--- src/rtl/axi_rd_arbiter.sv ---
// Two-master AXI3 read-channel arbiter: one outstanding read, grant held until the last R beat.
// Optional macro AXI_ARB_RR_EN selects round-robin tie-breaking; default is fixed priority (m1 wins).
module axi_rd_arbiter #(
    parameter logic [3:0] ID_M0    = 4'd0,
    parameter logic [3:0] ID_M1    = 4'd1,
    parameter logic [3:0] AR_CACHE = 4'b0000,
    parameter logic [2:0] AR_PROT  = 3'b000
) (
    input  logic        clk,
    input  logic        rst,

    input  logic        m0_ar_valid,
    output logic        m0_ar_ready,
    input  logic [31:0] m0_ar_addr,
    input  logic [3:0]  m0_ar_len,
    input  logic [2:0]  m0_ar_size,
    input  logic [1:0]  m0_ar_burst,
    output logic        m0_r_valid,
    input  logic        m0_r_ready,
    output logic [31:0] m0_r_data,
    output logic [1:0]  m0_r_resp,
    output logic        m0_r_last,

    input  logic        m1_ar_valid,
    output logic        m1_ar_ready,
    input  logic [31:0] m1_ar_addr,
    input  logic [3:0]  m1_ar_len,
    input  logic [2:0]  m1_ar_size,
    input  logic [1:0]  m1_ar_burst,
    output logic        m1_r_valid,
    input  logic        m1_r_ready,
    output logic [31:0] m1_r_data,
    output logic [1:0]  m1_r_resp,
    output logic        m1_r_last,

    output logic [3:0]  ar_id,
    output logic [31:0] ar_addr,
    output logic [3:0]  ar_len,
    output logic [2:0]  ar_size,
    output logic [1:0]  ar_burst,
    output logic [1:0]  ar_lock,
    output logic [3:0]  ar_cache,
    output logic [2:0]  ar_prot,
    output logic        ar_valid,
    input  logic        ar_ready,

    input  logic [3:0]  r_id,
    input  logic [31:0] r_data,
    input  logic [1:0]  r_resp,
    input  logic        r_last,
    input  logic        r_valid,
    output logic        r_ready
);

    typedef enum logic [1:0] {StIdle, StAddr, StData} state_e;

    state_e state_q;
    logic   grant_q;  // 0: m0, 1: m1
`ifdef AXI_ARB_RR_EN
    logic   last_grant_q;
`endif
    logic   req_any;
    logic   pick_m1;
    logic   accept;
    logic   in_data;
    logic   unused_r_id;

    assign req_any = m0_ar_valid | m1_ar_valid;

`ifdef AXI_ARB_RR_EN
    // On a tie the master that was not granted last time goes first.
    assign pick_m1 = m1_ar_valid & (~m0_ar_valid | ~last_grant_q);
`else
    assign pick_m1 = m1_ar_valid;
`endif

    assign accept      = (state_q == StIdle) & req_any & ~rst;
    assign m0_ar_ready = accept & ~pick_m1;
    assign m1_ar_ready = accept & pick_m1;

    // Only one read is ever outstanding, so every R beat belongs to the current grant.
    assign in_data     = (state_q == StData);
    assign m0_r_valid  = in_data & ~grant_q & r_valid;
    assign m1_r_valid  = in_data & grant_q & r_valid;
    assign r_ready     = in_data & (grant_q ? m1_r_ready : m0_r_ready);

    assign m0_r_data   = r_data;
    assign m0_r_resp   = r_resp;
    assign m0_r_last   = r_last;
    assign m1_r_data   = r_data;
    assign m1_r_resp   = r_resp;
    assign m1_r_last   = r_last;

    assign ar_lock     = 2'b00;
    assign ar_cache    = AR_CACHE;
    assign ar_prot     = AR_PROT;
    assign unused_r_id = ^r_id;

    always_ff @(posedge clk) begin
        if (rst) begin
            state_q      <= StIdle;
            grant_q      <= 1'b0;
`ifdef AXI_ARB_RR_EN
            last_grant_q <= 1'b1;
`endif
            ar_valid     <= 1'b0;
            ar_id        <= 4'd0;
            ar_addr      <= 32'd0;
            ar_len       <= 4'd0;
            ar_size      <= 3'd0;
            ar_burst     <= 2'd0;
        end else begin
            case (state_q)
                StIdle: begin
                    if (req_any) begin
                        grant_q  <= pick_m1;
                        ar_valid <= 1'b1;
                        ar_id    <= pick_m1 ? ID_M1 : ID_M0;
                        ar_addr  <= pick_m1 ? m1_ar_addr : m0_ar_addr;
                        ar_len   <= pick_m1 ? m1_ar_len : m0_ar_len;
                        ar_size  <= pick_m1 ? m1_ar_size : m0_ar_size;
                        ar_burst <= pick_m1 ? m1_ar_burst : m0_ar_burst;
                        state_q  <= StAddr;
                    end
                end
                StAddr: begin
                    if (ar_ready) begin
                        ar_valid <= 1'b0;
                        state_q  <= StData;
                    end
                end
                StData: begin
                    if (r_valid & r_ready & r_last) begin
                        state_q      <= StIdle;
`ifdef AXI_ARB_RR_EN
                        last_grant_q <= grant_q;
`endif
                    end
                end
                default: state_q <= StIdle;
            endcase
        end
    end

endmodule

--- config.mk ---
export PLATFORM = sky130hd
export DESIGN_NAME = axi_rd_arbiter
export DESIGN_NICKNAME = d
export VERILOG_FILES = /design/src/rtl/axi_rd_arbiter.sv
export SDC_FILE = /design/constraint.sdc
export NUM_CORES = 1
export LEC_CHECK = 0
export BUFFER_PORTS_ARGS = -buffer_cell sky130_fd_sc_hd__clkbuf_2
export CORE_AREA = 2 2 101 103
export DETAILED_ROUTE_END_ITERATION = 8
export DIE_AREA = 0 0 103 105
export HOLD_SLACK_MARGIN = 0.02
export PLACE_DENSITY_LB_ADDON = 0.05
export SYNTH_ARGS = -nofsm -noshare
export SYNTH_HDL_FRONTEND = slang
export SYNTH_SLANG_ARGS = --single-unit
--- constraint.sdc ---
create_clock -name clk -period 3.05 [get_ports clk]
set_input_delay 0.305 -clock clk [delete_from_list [all_inputs] [get_ports clk]]
set_output_delay 0.305 -clock clk [all_outputs]
set_load 0.01 [all_outputs]
==> summary.md <==
| Metric | Value |
|---|---|
| WP data required | 2.74 ns |
| Die W | between 100 and 150 um |
| Slew Limit Fails | 0 |
| Ys async rst share | 0% |
| VDD IR-drop max | 0.163 mV |
| # diodes | 0 |
| Fill count | approximately 1100 |
| EDFF count, synth | 0 |
| Worst-path fanout max | 13 |
| FF+latch count, synth | 45 |
| Leakage power | 1.49 nW |
| Row count | 36 |
| Cells after Synth | 326 |
| Hold Worst Slack | 0.230 ns |
| Die area | 10800 um2 |
| Fin Setup TNS | 0 ns |
| Netlist cell types | 27 |
| Startpoint types | flop |
| Min-delay worst type | input pin to flop |
| I/O Buffers | between 100 and 150 |
| Global-route wire length before repair | 10300 um |
| Clk buf depth | 2 |
| Final #Nets | 513 |
| # IOs | 259 |
| GRT Total Usage | 12.2% |
| Synth-to-layout area growth | 10.5% |
| Xor/xnor share of the synthesized area | 0% |
| Maxcap violations | 0 |
| Core ar. | 9640 um2 |
| Final Critical Period | 1.94 ns |
| Final Cycle Share | 63.7% |
| Drt drc | 0 |
| CTS Hold Bufs | 0 |
| Largest family of logic cells by synthesized area | buffers and inverters |
| Worst-Margin Slew | 0.617 ns |
| Vias in the first global route | just over 2000 |
| Drt initial violations | 47 |
| Total CTS buffers | 5 |
| Synth Flop Type | dfxtp_1 |
| GR Layer Usage met1 | 13.2% |
| Largest net degree at the start of global routing | 73 |
| Clk_lat worst skew | 0.29 ns |
| Max transition margin | around three fifths |
| Wirelength, routed | approximately 6700 um |
| Htree depth | 2 |
| Avg Inst Size Synth | 8.21 um2 |
| Reg2Reg Setup Slack | 1.46 ns |
| Met3 usage | about 3% |
| Setup crit end kind | primary output |
| Critical setup path kind | flop to primary output |
| CTS tree | yes |
| Initial Util | 27.8% |
| Post-CTS setup buffer count | 0 |
| Synth Area in Adders | 0% |
| Synth Cell Area | between 2000 and 3000 um2 |
| YS warnings | 0 |
| Clock Skew | 0.00553 ns |
| Clock-pin slew on the worst setup and hold paths | 0.08 ns |
| Compound-cell area share of the yosys netlist | 24.3% |
| Cts repair resizes | 0 |
| Max Clock Freq | 514 MHz |
| Die Ht | 105 um |
| ANT nets after route | 0 |
| Setup Viol. Count Final | 0 |
| RSZ-0062 raised after global routing | no |
| Worst path arrival time | 1.64 ns |
| Final hold violations | 0 |
| Pwr Density | 457 nW/um2 |
| Number of vias per cell | 4.28 |
| Met2 GRT Util | between 20% and 30% |
| Layout cells sized above 1 | 40.0% |
| Remaining Overflow, GRT | 0 |
| Global route hottest layer | met2 |
| Pre-Repair DR Iteration Count | 4 |
| Vias | 2217 |
| Dpl hpwl | between 5000 and 6000 um |
| Root buffer cell | clkbuf_8 |
| Post-Synth Simple-Gate Area | 13.1% |
| Number of clock sinks | between 40 and 50 |
| RD Place Congestion | around 0.7 |
| Status | finished, final reports clean |
| Initial antenna violation count | 0 |
| Multiplexer share of the synthesized area | less than 1% |
| WL/cell | approximately 13 um |
| Register area share after synthesis | 33.6% |
[kinds of logic (layout without fill, tap and decap cells)]
group | after synthesis | count (layout)
flops | 45 | 45
buf+inv | 106 | 154
other cells | 1 | 12
simple gates | 84 | 84
compound gates | 89 | 89
mux | 1 | 1
[report_power, final]
| part | internal (W) | total [W] | switching (W) |
|---|---|---|---|
| registers | 0.000643 | 0.000675 | 0.0000321 |
| clock network | 0.000163 | 0.000354 | 0.000191 |
| logic | 0.000150 | 0.000324 | 0.000174 |
[metrics by stage]
stage	instances	setup slack (ns)	util [%]	total power (W)	instance area, um2
after floorplan	337	1.69	-	0.000979	2720
after global placement	510	1.31	29.9	0.00102	2880
after detailed placement	510	1.34	29.9	0.00102	2880
after CTS	518	1.06	30.7	0.00139	2960
after global routing	518	0.958	30.7	0.00145	2960
final	518	1.11	30.7	0.00135	2960
[cell usage in the layout (no fill, tap or decap), types with 2 or more instances in the layout]
cell,n
clkbuf_8,5
clkbuf_1,3
o21ai_0,35
nor2b_1,3
dfxtp_1,45
buf_4,4
nor3_1,3
conb_1,12
a22o_1,34
a22oi_1,7
o2bb2ai_1,7
and2_1,2
nand2_1,71
clkbuf_2,140
[sequential cells by signal, indices dropped and copies added (netlist names)]
name / cells
ar_addr: 32
ar_burst: 2
ar_len: 4
ar_size: 3
ar_valid: 1
grant_q: 1
state_q: 2
[synth_stat cells (2+ instances only)]
master / instances / area, um2
buf_4: 84 / 631
nand2_1: 71 / 267
dfxtp_1: 45 / 901
o21ai_0: 35 / 175
a22o_1: 34 / 298
buf_2: 8 / 40.0
clkbuf_1: 8 / 30.0
a22oi_1: 7 / 52.6
o2bb2ai_1: 7 / 61.3
buf_6: 5 / 56.3
nor2b_1: 3 / 18.8
nor3_1: 3 / 15.0
and2_1: 2 / 12.5
[worst paths after layout]
check / start / end / cells past startpoint
max: state_q[0] / m1_ar_ready / 3
min: ar_ready / state_q[0] / 2
max reg2reg: state_q[0] / ar_addr[28] / 3
min reg2reg: ar_len[1] / ar_len[1] / 1
[worst max-delay path, cell delays in order (launching register included)]
cell and delay (ns):
dfxtp_1 0.39, nor3_4 0.57, and2_1 0.25, clkbuf_2 0.14
[layer usage]
metal	wire, um	share of wire [%]
met1	2620	39
met2	3420	51
met3	531	7.9
met4	157	2.3
met5	0	0
[area by class of cell]
type,count,area [um2],area share [%]
Multi-Input combinational cell,186,1060,35.7
Timing Repair Buffer,145,751,25.4
Sequential cell,45,901,30.4
Tap cell,133,166,5.62
Clock buffer,8,80.1,2.71
Inverter,1,3.75,0.127
Note: power is estimated with default switching activity, not from simulation.
